## config.mk

```make
export PLATFORM = sky130hd
export DESIGN_NAME = fetch_unit
export DESIGN_NICKNAME = d
export VERILOG_FILES = /design/src/rtl/fetch_unit.sv
export SDC_FILE = /design/constraint.sdc
export NUM_CORES = 1
export LEC_CHECK = 0
export CAP_MARGIN = 20
export CORE_MARGIN = 3
export CORE_UTILIZATION = 57
export CTS_BUF_LIST = sky130_fd_sc_hd__clkbuf_16
export DETAILED_ROUTE_END_ITERATION = 8
export GPL_ROUTABILITY_DRIVEN = 0
export PLACE_DENSITY = 0.84
export SYNTH_ARGS = -nofsm -noshare
export SYNTH_HDL_FRONTEND = slang
export SYNTH_SLANG_ARGS = --single-unit
```

## constraint.sdc

```tcl
create_clock -name clk -period 10.2 [get_ports clk]
set_clock_uncertainty 0.05 [all_clocks]
set_input_delay 1.53 -clock clk [delete_from_list [all_inputs] [get_ports clk]]
set_output_delay 1.53 -clock clk [all_outputs]
set_load 0.03 [all_outputs]
```

## src/rtl/fetch_unit.sv

```systemverilog
// fetch_unit: owns the PC, issues credit-limited imem requests and buffers
// returned instructions with their fetch PCs in an in-order queue.
module fetch_unit #(
   parameter int PC_W = 13,
   parameter int INSTR_W = 16,
   parameter int DEPTH = 2,
   parameter logic [PC_W-1:0] RESET_PC = '0
) (
   input  logic               clk,
   input  logic               rst,
   input  logic               flush,
   input  logic [PC_W-1:0]    branch_pc,
   input  logic               stall,
   output logic               imem_req,
   output logic [PC_W-1:0]    imem_addr,
   input  logic               imem_gnt,
   input  logic               imem_rvalid,
   input  logic [INSTR_W-1:0] imem_rdata,
   output logic               instr_valid,
   output logic [INSTR_W-1:0] instr_out,
   output logic [PC_W-1:0]    pc_out
);
   localparam int CW = $clog2(DEPTH + 1);
   localparam int AW = DEPTH > 1 ? $clog2(DEPTH) : 1;
   localparam logic [CW:0] LIM = (CW + 1)'(DEPTH);
   logic [PC_W-1:0] pc;
   logic [CW-1:0] count, inflight, drop;
   logic [AW-1:0] rd_ptr, wr_ptr, tag_rd, tag_wr;
   logic [INSTR_W-1:0] q_instr [DEPTH];
   logic [PC_W-1:0] q_pc [DEPTH];
   logic [PC_W-1:0] tag [DEPTH];
   logic issue, push, pop;
   function automatic logic [AW-1:0] nxt(input logic [AW-1:0] p);
      return p == AW'(DEPTH - 1) ? '0 : p + AW'(1);
   endfunction
   // Credit: every outstanding request is guaranteed a free queue slot on return
   assign imem_req = !rst && !flush && ({1'b0, inflight} + {1'b0, count}) < LIM;
   assign imem_addr = pc;
   assign issue = imem_req && imem_gnt;
   assign push = imem_rvalid && drop == '0 && !flush;
   assign pop = instr_valid && !stall && !flush;
   assign instr_valid = count != '0;
   assign instr_out = q_instr[rd_ptr];
   assign pc_out = q_pc[rd_ptr];
   always_ff @(posedge clk or posedge rst) begin
      if (rst) begin
         pc <= RESET_PC;
         count <= '0;
         inflight <= '0;
         drop <= '0;
         rd_ptr <= '0;
         wr_ptr <= '0;
         tag_rd <= '0;
         tag_wr <= '0;
         for (int i = 0; i < DEPTH; i++) begin
            q_instr[i] <= '0;
            q_pc[i] <= '0;
            tag[i] <= '0;
         end
      end else begin
         inflight <= inflight + CW'(issue) - CW'(imem_rvalid);
         if (issue) begin
            tag[tag_wr] <= pc;
            tag_wr <= nxt(tag_wr);
            pc <= pc + PC_W'(1);
         end
         // Tags are consumed by every response, including ones being dropped
         if (imem_rvalid) tag_rd <= nxt(tag_rd);
         if (push) begin
            q_instr[wr_ptr] <= imem_rdata;
            q_pc[wr_ptr] <= tag[tag_rd];
         end
         if (flush) begin
            pc <= branch_pc;
            count <= '0;
            rd_ptr <= '0;
            wr_ptr <= '0;
            drop <= inflight - CW'(imem_rvalid);
         end else begin
            if (push) wr_ptr <= nxt(wr_ptr);
            if (pop) rd_ptr <= nxt(rd_ptr);
            count <= count + CW'(push) - CW'(pop);
            if (imem_rvalid && drop != '0) drop <= drop - CW'(1);
         end
      end
   end
endmodule
```

== Word-level counts from Yosys, hierarchy flattened ==
Cells that the tools add are included.

* Register bits after elaboration: 107
* Output and inout bits: 44

* Add/sub/neg operators: 12
* $lt $le $gt $ge: 7
* Mux-type cells: 31
* Bitwise operators: 4
* Reductions and logical operators: 20

{| class="wikitable"
|+ Operator list
! operator !! number
|-
| 13-bit two-way mux || 10
|-
| 16-bit two-way mux || 4
|-
| 26-bit bitwise mux || 2
|-
| 32-bit bitwise mux || 1
|-
| 13-bit demux with 1-bit select || 2
|-
| 16-bit demux with 1-bit select || 1
|-
| 13-bit by 1-bit adder with 13-bit output, second input constant || 1
|-
| 2-bit nonzero test || 6
|-
| 1-bit logical AND || 10
|-
| 2-bit >= comparator, second input constant || 4
|-
| 1-bit two-way mux || 8
|-
| 1-bit NOT with 2-bit output || 4
|-
| 2-bit two-way mux || 3
|-
| 2-bit by 1-bit subtractor with 2-bit output || 3
|-
| 1-bit adder, second input constant || 4
|-
| 2-bit by 1-bit adder with 2-bit output || 2
|-
| 2-bit by 1-bit less-than comparator with 1-bit output, second input constant || 2
|-
| 2-bit by 2-bit adder with 3-bit output || 1
|-
| 1-bit zero test || 3
|-
| 3-bit by 2-bit less-than comparator with 1-bit output, second input constant || 1
|-
| 2-bit zero test || 1
|-
| 2-bit by 1-bit subtractor with 2-bit output, second input constant || 1
|}

== Depth between registers and ports, before layout ==
* Depth after elaboration: 6
* Mapped depth: 11
* Depth with buffers taken out: 10

== Worst setup path after synthesis ==
Ideal clock, no wire load.

* Path type: input to output
* Start: in flush
* End: out imem_req
* Arrival time: 2401 ps
* Required time: 8620 ps
* Setup slack: 6219 ps
* Stages: 3
* Buffers on the path: 1
* Path through: or4_4 > buf_6 > inv_1

* Word-level cells in the longest chain between the ends: 3

{| class="wikitable"
|+ Ends and longest elaborated chain
! element !! RTL line !! RTL
|-
| start, declared || 11 || <nowiki>input logic flush,</nowiki>
|-
| 1-bit zero test || 37 || <nowiki>assign imem_req = !rst && !flush && ({1'b0, inflight} + {1'b0, count}) < LIM;</nowiki>
|-
| 1-bit logical AND (2 in series) || 37 ||
|-
| end, declared || 14 || <nowiki>output logic imem_req,</nowiki>
|}

No other way between the ends.

== Worst setup path after layout ==
Ends and elaborated chain as after synthesis.

==> reports/metrics.yaml <==
status: "complete, no violations"
grt_max_degree: 89
vias: 3281
first_global_vias: 3470
drt_iter0_markers: 137
start_kind: "input port"
cts_buffer_depth: 2
crit_start: "flush"
ys_seq_area_share_pct: 55.1
cp-end-kind: "output pin"
critPathMaxFanout: 30
drt-pass1-iter-count: 4
power_mw: 1.75
r2r_start: "inflight[0]$_DFF_PP0_"
layout-drive-gt1-share_pct: 24.0
final.setup.tns_ps: 0
ir_drop_v: 0.000117
synth.top_cell.area_share_pct: 55.1
syn_area_per_cell_um2: 12.3
synthCells: 396
worstSetupPathDepth: 5
routedWlPerCell_um: 17.1
max-cap-violations: 0
placed_cells: 562
synth_edf_count: 0
worstPathBufferInverterCount: 4
p_leak_nw: 2.72
fin_area_um2: 6060
yosys_warnings: 0
drc_errors: 0
worstHoldStart: "q_pc[1]$_DFFE_PP0P_"
final_util_pct: 73.4
cts_tree: "built"
final-hold-violation-count: 0
powerDensity_nw_per_um2: 288
postCtsHoldBufs: 0
dp_hpwl_um: 6540
synth_fp_nets: 439
die_area_um2: 9670
ant_nets: 0
io_buffers: 78
grt_pass1_wl_um: 17000
worst_path_most_repeated_cell: "clkdlybuf4s50_1"
reg2reg_to: "inflight[1]$_DFF_PP0_"
async_reset_ff_share_pct: 100
worstPathCellList: "clkdlybuf4s50_1, buf_4, or4_4, inv_1, clkdlybuf4s50_1"
hold_path.class: "flop to flop"
cts.sink_count: 107
cp.required_ps: 8620
row_count: 33
synth_ff_type: "dfrtp_1"
cts_setup_buffers: 0
antennaDiodeCount: 0
holdWs_ps: 432
r2r_cells: 10
grt.total_usage_pct: 21.7
fp.dieW_um: 98.3
cp_slowest_cell: "clkdlybuf4s50_1"
fillers: 533
fin_crit_sh_pct: 50.6
fmax_ghz: 0.194
cts_buffers: 9
setup_viol: 0
synth.distinct_cells: 40
num_io_pins: 79
nNetsFinal: 513
area_growth_pct: 24.8
rsz0062_at_grt: "false"
dp_worst_setup_slack_ps: 5050
viasPerCell: 5.66
clk_pin_slew_ps: 60
min_period_ps: 5160
hold_depth: 2
maxSlewViolCount: 0
critPathTopFamily: "buffers and inverters"
dpl_cell_area_um2: 5710
dieHeight_um: 98.3
cts.htree.levels: 3
tightest_slew_ps: 803
overflow: 0
setup.worst_path.end: "imem_req"
synth.area.top_cells: "dfrtp_1 55%, mux2_2 20%, mux2i_1 2.9%, o21ai_0 2.1%, nand2_1 1.9%"
layout_common_cells: "107 x dfrtp_1, 86 x mux2_2, 78 x clkdlybuf4s50_1"
synth_seq_cells: 107
clkLatencyLatePin_ps: 340
syn_area_um2: 4860
layout_commonest_cell: "dfrtp_1"
initial_utilization_pct: 58.8
cts_root_buffer: "clkbuf_16"
drt_wl_total_um: 9940
path_class: "input port to output pin"
arrival_ps: 3580
instances_no_fill: 580
slew_headroom_pct: 46.5
rrSetupSlack_ps: 7090
core_area_um2: 8260
antenna_found_initial: 0
synth_top_cell_by_area: "dfrtp_1"
fin_ws_ps: 5040
cp_slowest_stage_delay_ps: 680
ctsResizeCount: 0
[layer usage]
| layer | GRT usage, % | part of all wire (%) | vias up |
|---|---|---|---|
| met5 | 0 | 0 | - |
| met4 | 7.35 | 1.7 | 0 |
| met3 | 3.07 | 3.4 | 14 |
| met2 | 35.9 | 50 | 79 |
| met1 | 29.8 | 45 | 1628 |
| li1 | - | - | 1560 |
[state kept, by name, indices dropped and copies added, names as in the netlist]
register and flops:
tag_rd 1, tag 26, rd_ptr 1, q_pc 26, tag_wr 1, q_instr 32, wr_ptr 1, imem_addr 13
drop 2, inflight 2, count 2
[layout make-up]
type	count	area (um2)	share of cell area, %
repair buffers	84	858	14.2
inverters	12	47.5	0.784
flip-flops and latches	107	2680	44.2
multi-input cells	256	2050	33.8
clock buffers	9	225	3.72
well taps	105	131	2.17
clock inverters	7	75.1	1.24
[worst reg2reg max path, delay by kind of cell, from the launching register on]
family | cells | cell delay [ps]
DFF | 1 | 400
xor gates and xnor gates | 2 | 320
adders and majority gates | 3 | 940
buffers and inverters | 2 | 220
and+or+nand+nor | 3 | 1100
[synth_stat cells, types with 2 or more instances]
cell      instances
nand3b_1          2
or4_4             2
nand2_1          25
clkbuf_1         13
xnor2_1           5
o211ai_1          2
xor2_1            3
ha_1              7
o21ai_0          20
mux2i_1          14
a21oi_1          17
inv_1            11
or3_1             3
nor2_1           22
nand2b_1          3
nor3_1            7
dfrtp_1         107
a221o_1           6
buf_2             2
mux2_2           86
buf_1             4
a32oi_1           2
a21o_1            4
buf_6             2
nand4_1           2
nand3_1           7
and2_1            3
nor2b_1           2
and3_1            2
[power breakdown]
group,total (mW),switching (mW),internal (mW)
logic,0.695,0.344,0.351
clock network,0.345,0.153,0.192
registers,0.709,0.115,0.594
total,1.75,0.612,1.14
[worst min-delay path by stage]
stage                                      end  slack (ps)
after floorplan            q_pc[0]$_DFFE_PP0P_         390
after global placement     q_pc[1]$_DFFE_PP0P_         410
after detailed placement  q_pc[12]$_DFFE_PP0P_         420
after CTS                 q_pc[12]$_DFFE_PP0P_         440
after global routing       q_pc[1]$_DFFE_PP0P_         470
final                      q_pc[1]$_DFFE_PP0P_         430
[kinds of logic (layout without fill, tap and decap cells)]
family	count (synthesis)	count (layout)	synth area share, %
multiplexers	100	100	22.8
XOR/XNOR	8	8	1.44
AO/OA/AOI/OAI	54	54	6.82
AND/OR/NAND/NOR	86	86	8.68
flip-flops	107	107	55.1
buffers and inverters	33	112	2.91
adder cells (fa/ha/maj)	8	8	2.21
No activity file was read; power rests on OpenSTA's default activity.
